$ cat src/rtl/cpu_trace_buffer_pkg.sv
// cpu_trace_pkg: shared definitions for the CPU commit-trace recorder.
//
// Contents:
//   - record field widths and LSB offsets
//   - REC_W, the total record width
//   - HALT_OP, the opcode that ends a run
//   - trace_state_t, the recorder FSM states (RUN, DRAIN, DONE)
//
// Build option:
//   CPU_TRACE_MEMWRITE_EN, when defined, appends {DataMenRW, result} at the
//   LSB end of every record. REC_W is then 151 instead of 118.
package cpu_trace_pkg;

   localparam int CYC_W    = 16;
   localparam int PC_W     = 32;
   localparam int INSTR_W  = 32;
   localparam int REGWRE_W = 1;
   localparam int RD_W     = 5;
   localparam int WDATA_W  = 32;

`ifdef CPU_TRACE_MEMWRITE_EN
   localparam int MEMW_W   = 1;
   localparam int ADDR_W   = 32;
   localparam int EXT_W    = MEMW_W + ADDR_W;
`else
   localparam int EXT_W    = 0;
`endif

   // Fields are packed MSB to LSB:
   // cycle, PCout, instruction, RegWre, RFSelectorOut, writeData [, DataMenRW, result]
   localparam int WDATA_LSB  = EXT_W;
   localparam int RD_LSB     = WDATA_LSB + WDATA_W;
   localparam int REGWRE_LSB = RD_LSB + RD_W;
   localparam int INSTR_LSB  = REGWRE_LSB + REGWRE_W;
   localparam int PC_LSB     = INSTR_LSB + INSTR_W;
   localparam int CYC_LSB    = PC_LSB + PC_W;
   localparam int REC_W      = CYC_LSB + CYC_W;

   localparam logic [5:0] HALT_OP = 6'b111111;

   typedef enum logic [1:0] {
      RUN   = 2'd0,
      DRAIN = 2'd1,
      DONE  = 2'd2
   } trace_state_t;

endpackage

$ cat src/rtl/cpu_trace_buffer_fifo.sv
// trace_fifo: synchronous FIFO used by the trace recorder.
//
// Ports:
//   i_clk, i_rst   clock and synchronous active-high reset
//   i_push, i_data write a word (accepted when not full, or when full and
//                  a pop happens in the same cycle)
//   i_pop          remove the head word (ignored when empty)
//   o_data         head word, read from the storage registers
//   o_full/o_empty occupancy flags
//   o_count        current occupancy, 0..DEPTH
//
// Pointers carry one extra wrap bit, so full and empty are told apart when
// the index bits are equal. The output comes straight from storage, so
// there is no path from i_data to o_data within a cycle.
module trace_fifo #(
   parameter int WIDTH = 8,
   parameter int DEPTH = 8
) (
   input  logic                     i_clk,
   input  logic                     i_rst,
   input  logic                     i_push,
   input  logic                     i_pop,
   input  logic [WIDTH-1:0]         i_data,
   output logic [WIDTH-1:0]         o_data,
   output logic                     o_full,
   output logic                     o_empty,
   output logic [$clog2(DEPTH):0]   o_count
);

   localparam int AW = $clog2(DEPTH);

   logic [WIDTH-1:0] r_mem [DEPTH];
   logic [AW:0]      r_wr_ptr;
   logic [AW:0]      r_rd_ptr;
   logic             w_do_push;
   logic             w_do_pop;

   assign o_empty   = (r_wr_ptr == r_rd_ptr);
   assign o_full    = (r_wr_ptr[AW] != r_rd_ptr[AW]) &&
                      (r_wr_ptr[AW-1:0] == r_rd_ptr[AW-1:0]);
   assign o_count   = r_wr_ptr - r_rd_ptr;
   assign o_data    = r_mem[r_rd_ptr[AW-1:0]];

   assign w_do_pop  = i_pop && !o_empty;
   // When full, the write slot is the head slot; it is free once the head
   // leaves at this same edge.
   assign w_do_push = i_push && (!o_full || w_do_pop);

   always_ff @(posedge i_clk) begin
      if (i_rst) begin
         r_wr_ptr <= '0;
         r_rd_ptr <= '0;
      end else begin
         if (w_do_push) r_wr_ptr <= r_wr_ptr + 1'b1;
         if (w_do_pop)  r_rd_ptr <= r_rd_ptr + 1'b1;
      end
   end

   // Storage is not reset: contents are meaningless once the pointers clear.
   always_ff @(posedge i_clk) begin
      if (w_do_push) r_mem[r_wr_ptr[AW-1:0]] <= i_data;
   end

endmodule

$ cat src/rtl/cpu_trace_buffer.sv
// cpu_trace_buffer: commit-trace recorder placed after the single-cycle CPU.
//
// Each RUN cycle in which the CPU writes its PC, or executes a halt, is
// captured as one record into a FIFO. Records stream out on a valid/ready
// port. The run ends after CYCLE_LIMIT cycles or on a halt. The FIFO then
// drains and `done` rises.
//
// Ports:
//   CLK, Reset            clock and synchronous active-high reset
//   PCWre, PCout, instruction, RegWre, RFSelectorOut, writeData
//                         CPU architectural outputs sampled each cycle
//   DataMenRW, result     memory-write info (recorded only with the option)
//   trace_valid/ready     output handshake
//   trace_data            record (REC_W bits, see cpu_trace_pkg)
//   done                  run finished and FIFO empty
//   overflow, drop_cnt    sticky drop flag and saturating drop count
//   o_dbg_state           current FSM state
//
// Handshake: a record transfers on every rising edge where trace_valid and
// trace_ready are both 1. While trace_valid is 1 and trace_ready is 0,
// trace_data holds its value. trace_valid never depends on trace_ready.
//
// Build option: CPU_TRACE_MEMWRITE_EN appends {DataMenRW, result} to records.
module cpu_trace_buffer
   import cpu_trace_pkg::*;
#(
   parameter int DEPTH       = 8,
   parameter int CYCLE_LIMIT = 10
) (
   input  logic               CLK,
   input  logic               Reset,
   input  logic               PCWre,
   input  logic [31:0]        PCout,
   input  logic [31:0]        instruction,
   input  logic               RegWre,
   input  logic [4:0]         RFSelectorOut,
   input  logic [31:0]        writeData,
   input  logic               DataMenRW,
   input  logic [31:0]        result,
   output logic               trace_valid,
   input  logic               trace_ready,
   output logic [REC_W-1:0]   trace_data,
   output logic               done,
   output logic               overflow,
   output logic [15:0]        drop_cnt,
   output trace_state_t       o_dbg_state
);

   localparam int          CNT_W      = $clog2(DEPTH) + 1;
   localparam logic [15:0] LAST_CYCLE = 16'(CYCLE_LIMIT - 1);

   trace_state_t     r_state;
   logic [15:0]      r_cycle;
   logic [15:0]      r_drop_cnt;
   logic             r_overflow;
   logic             r_done;

   logic [REC_W-1:0] w_rec;
   logic             w_halt;
   logic             w_capture;
   logic             w_pop;
   logic             w_drop;
   logic             w_full;
   logic             w_empty;
   logic [CNT_W-1:0] w_count;

   always_comb begin
      w_rec = '0;
      w_rec[CYC_LSB    +: CYC_W]    = r_cycle;
      w_rec[PC_LSB     +: PC_W]     = PCout;
      w_rec[INSTR_LSB  +: INSTR_W]  = instruction;
      w_rec[REGWRE_LSB +: REGWRE_W] = RegWre;
      w_rec[RD_LSB     +: RD_W]     = RFSelectorOut;
      w_rec[WDATA_LSB  +: WDATA_W]  = writeData;
`ifdef CPU_TRACE_MEMWRITE_EN
      w_rec[0 +: EXT_W]             = {DataMenRW, result};
`endif
   end

`ifndef CPU_TRACE_MEMWRITE_EN
   logic w_unused;
   assign w_unused = ^{DataMenRW, result};
`endif

   assign w_halt      = (instruction[31:26] == HALT_OP);
   // A halt is recorded even though the CPU holds its PC on that cycle.
   assign w_capture   = (r_state == RUN) && (PCWre || w_halt);
   assign trace_valid = !w_empty;
   assign w_pop       = trace_valid && trace_ready;
   assign w_drop      = w_capture && w_full && !w_pop;

   trace_fifo #(
      .WIDTH (REC_W),
      .DEPTH (DEPTH)
   ) u_fifo (
      .i_clk   (CLK),
      .i_rst   (Reset),
      .i_push  (w_capture),
      .i_pop   (w_pop),
      .i_data  (w_rec),
      .o_data  (trace_data),
      .o_full  (w_full),
      .o_empty (w_empty),
      .o_count (w_count)
   );

   always_ff @(posedge CLK) begin
      if (Reset) begin
         r_state    <= RUN;
         r_cycle    <= '0;
         r_drop_cnt <= '0;
         r_overflow <= 1'b0;
         r_done     <= 1'b0;
      end else begin
         if (w_drop) begin
            r_overflow <= 1'b1;
            if (r_drop_cnt != 16'hFFFF) r_drop_cnt <= r_drop_cnt + 16'd1;
         end
         case (r_state)
            RUN: begin
               r_cycle <= r_cycle + 16'd1;
               if (w_halt || (r_cycle == LAST_CYCLE)) r_state <= DRAIN;
            end
            DRAIN: begin
               // Nothing is pushed in DRAIN, so popping the last entry
               // leaves the FIFO empty after this edge.
               if (w_empty || (w_pop && (w_count == CNT_W'(1)))) begin
                  r_state <= DONE;
                  r_done  <= 1'b1;
               end
            end
            DONE:    r_state <= DONE;
            default: r_state <= RUN;
         endcase
      end
   end

   assign done        = r_done;
   assign overflow    = r_overflow;
   assign drop_cnt    = r_drop_cnt;
   assign o_dbg_state = r_state;

endmodule

$ cat config.mk
export PLATFORM = sky130hd
export DESIGN_NAME = cpu_trace_buffer
export DESIGN_NICKNAME = d
export VERILOG_FILES = /design/src/rtl/cpu_trace_buffer_pkg.sv /design/src/rtl/cpu_trace_buffer_fifo.sv /design/src/rtl/cpu_trace_buffer.sv
export SDC_FILE = /design/constraint.sdc
export NUM_CORES = 1
export LEC_CHECK = 0
export ABC_AREA = 0
export CAP_MARGIN = 20
export CORE_ASPECT_RATIO = 1.25
export CORE_MARGIN = 2
export CORE_UTILIZATION = 55
export CTS_CLUSTER_SIZE = 40
export DETAILED_ROUTE_END_ITERATION = 8
export GPL_TIMING_DRIVEN = 0
export PLACE_DENSITY_LB_ADDON = 0.15
export RECOVER_POWER = 25
export SYNTH_ARGS = -nofsm -noshare
export SYNTH_HDL_FRONTEND = slang
export SYNTH_HIERARCHICAL = 1
export SYNTH_SLANG_ARGS = --single-unit
$ cat constraint.sdc
create_clock -name CLK -period 16.8 [get_ports CLK]
set_input_delay 2.52 -clock CLK [delete_from_list [all_inputs] [get_ports CLK]]
set_output_delay 2.52 -clock CLK [all_outputs]
set_load 0.05 [all_outputs]
==> metrics.md <==
| Metric | Value |
|---|---|
| Antenna violations before repair | 10 |
| Post-route ant nets | 0 |
| GR Util met1 | 0.329 |
| Crit path largest cell delay | 770 ps |
| Peak supply drop | 0.130 mV |
| Startpoint types | register |
| DIE WIDTH | 238 um |
| CP delay by family, top | buffers and inverters |
| Shortest period the worst path allows | 6480 ps |
| Critical path fanouts, max | 10 |
| Reg2Reg Capture Point | u_fifo/r_mem[3][83]$_DFFE_PP_ |
| Worst r2r src | u_fifo/r_wr_ptr[0]$_SDFFE_PP0P_ |
| R2R setup slack | 12,390 ps |
| Netlist cell types | 48 |
| Area Growth Syn to Fin | 20.5% |
| Clk sinks | 991 |
| Commonest non-fill, non-tap cell in the layout | edfxtp_1 |
| Gpl congestion | 0.795 |
| Post-synth EDFFs | 944 |
| Final hold vios | 0 |
| Clock buffer depth | 3 |
| Crit path kind | register to output pin |
| Arrival @ worst endpoint | 3960 ps |
| Port-buffer cells | 244 |
| GRT Max-Usage Layer | met2 |
| Synth area leader | edfxtp_1 |
| DR WL/cell | 27.1 um |
| Met2 Track Usage GR | 0.389 |
| Synth warnings | 6 |
| Clock root buffer | clkbuf_16 |
| Most common cell on crit path | buf_2 |
| Row Count | 107 |
| Vias in the first global route | 19,118 |
| First-pass GRT wire length | 122,000 um |
| Status | finished, final reports clean |
| RSZ-0062 raised after global routing | false |
| Power Density | 145 nW/um^2 |
| Synth Cell Area | 37,800 sq um |
| Syn Area/Cell | 22.9 sq um |
| Syn Nets | 1,801 |
| Largest net degree at the start of global routing | 26 |
| Setup crit end kind | output pin |
| R2R cell count | 14 |
| GRT overflow | 0 |
| Met3 Use GR | 0.0378 |
| Synth Flop Type | edfxtp_1 |
| Final WL | 81,600 um |
| Clk_skew | 16.5 ps |
| Synthesized flop and latch total | 991 |
| Initial Util | 0.555 |
| WP data required | 14,280 ps |
| Crit path buf inv count | 4 |
| Sequential share of the synthesized area | 0.776 |
| Hold buffers post-CTS | 0 |
| FFs w/ async S/R, synth | 0 |
| Fin. max-slew vios | 0 |
| Final Power | 6610 uW |
| Max Clk Rate | 154 MHz |
| Clock transition at path regs | 70 ps |
| Initial DRC Count | 1,369 |
| Crit-path cells | buf_2, buf_2, clkbuf_1, mux4_2, mux2_2, clkdlybuf4s50_1 |
| Post-CTS Resized | 0 |
| Global-route usage over all layers | 0.236 |
| Fraction of layout cells with a size suffix above 1 | 0.290 |
| DR DRC count | 0 |
| Max-cap check violation count | 0 |
| Hold Crit Start | overflow$_SDFFE_PP0P_ |
| Commonest cells after routing, fill and taps aside | 944 x edfxtp_1, 236 x mux4_2, 188 x clkdlybuf4s50_1 |
| Detailed placer's ending HPWL | 52,100 um |
| Hold WC Path Type | register to register |
| Clock Latency Late Sink | 640 ps |
| Post-CTS setup buffers | 0 |
| Leading post-synthesis cells by cell area | edfxtp_1 75%, mux4_2 14%, mux2_2 3.6%, dfxtp_1 2.5%, buf_2 0.45% |
| Tcrit/Tclk final | 0.386 |
| Leak | 0.0143 uW |
| DR vias | 18,145 |
| CP max-delay cell | clkdlybuf4s50_1 |
| Core area | 68,000 sq um |
| WHS Path Cells | 2 |
| CTS tree | yes |
| Die ar. | 70,800 sq um |
| NumNets Final | 2,212 |
| Gate Count Post-Synth | 1,650 |
| Via density | 6.02 |
| I/O pin count | 278 |
| Post-layout util | 0.669 |
| H-tree levels | 3 |
| Max_slew headroom | 0.325 |
| Top-area cell type share of the netlist area | 0.751 |
| Total Neg Setup Slack | 0 ps |
| CTS Buf Count | 91 |
| Slew @ Worst Pin | 1010 ps |
| Final setup fails | 0 |
| Die Y | 297 um |
| First-pass DRT Iterations | 5 |
| Hold worst-path end | overflow$_SDFFE_PP0P_ |
-- tightest hold or removal path, delay by kind of cell, from the launching register on --
family                 cells  cell delay, ps
flip-flops                 1             320
buffers and inverters      1              50
AO/OA/AOI/OAI              1              50
-- through the flow --
stage	hold WS [ps]	worst slack [ps]	instances	cell area, sq um
CTS	464	10270	3007	45500
detailed placement	448	10730	2840	42500
global placement	438	-4440	2766	41300
floorplan	487	4990	1650	37800
global route	498	10220	3008	45500
finish	468	10320	3013	45500
-- sequential cells by signal, indices dropped and copies added, names as in the netlist, named ones only --
| signal | flops |
|---|---|
| o_dbg_state | 2 |
| u_fifo/r_rd_ptr | 4 |
| r_cycle | 16 |
| drop_cnt | 16 |
| done | 1 |
| u_fifo/r_wr_ptr | 4 |
| u_fifo/r_mem | 944 |
| overflow | 1 |
-- final cells by class --
type | instances | area (sq um)
clock inverters | 46 | 450
well taps | 872 | 1090
flip-flops and latches | 991 | 29300
repair buffers | 318 | 3590
clock buffers | 121 | 2560
multi-input cells | 570 | 8080
plain buffers | 74 | 380
fillers | 4251 | 22500
inverters | 15 | 56.3
diodes | 6 | 15.0
-- metal layers --
metal	up-vias	share of wire
met5	-	0.00015
met4	2	0.024
met3	126	0.054
met2	535	0.51
met1	9681	0.41
li1	7801	-
-- power by group --
group	switching [uW]	total, uW	internal [uW]
clock	870	2060	1190
combinational	943	1580	636
sequential	52.2	2970	2920
-- synth_stat cells, types with 3 or more instances --
master      n
nor4b_1     3
nand3_1    19
or3_1       9
and4_1      4
edfxtp_1  944
and3_1      3
nor4_1      4
mux4_2    236
nand2_1    16
or4_1       5
a21oi_1    16
nand4_1    10
o21ai_0    12
clkbuf_1   24
buf_1       6
xnor2_1    11
mux2_2    120
buf_6       6
nor2_1     39
nor3_1      8
xor2_1     12
inv_1      15
mux2i_1     4
nor2b_1     4
nand2b_1    3
buf_4       4
o31ai_1     3
dfxtp_1    47
ha_1       11
buf_2      34
-- kinds of logic (layout without fill, tap and decap cells) --
| family | after synthesis | after routing | share of synthesized area |
|---|---|---|---|
| compound gates | 41 | 41 | 0.00656 |
| buf+inv | 89 | 574 | 0.0116 |
| flops | 991 | 991 | 0.776 |
| fa+ha+maj | 12 | 12 | 0.00418 |
| other cells | 0 | 6 | 0 |
| mux | 360 | 360 | 0.178 |
| simple gates | 134 | 134 | 0.0189 |
| xor+xnor | 23 | 23 | 0.00534 |
-- worst max-delay path by stage --
| stage | endpoint | cells past startpoint |
|---|---|---|
| finish | trace_data[21] | 6 |
| global route | trace_data[17] | 6 |
| CTS | trace_data[20] | 6 |
| detailed placement | u_fifo/r_mem[3][79]$_DFFE_PP_ | 10 |
| global placement | u_fifo/r_mem[4][83]$_DFFE_PP_ | 5 |
| floorplan | u_fifo/r_mem[3][0]$_DFFE_PP_ | 4 |
(Power assumes the default switching activity.)
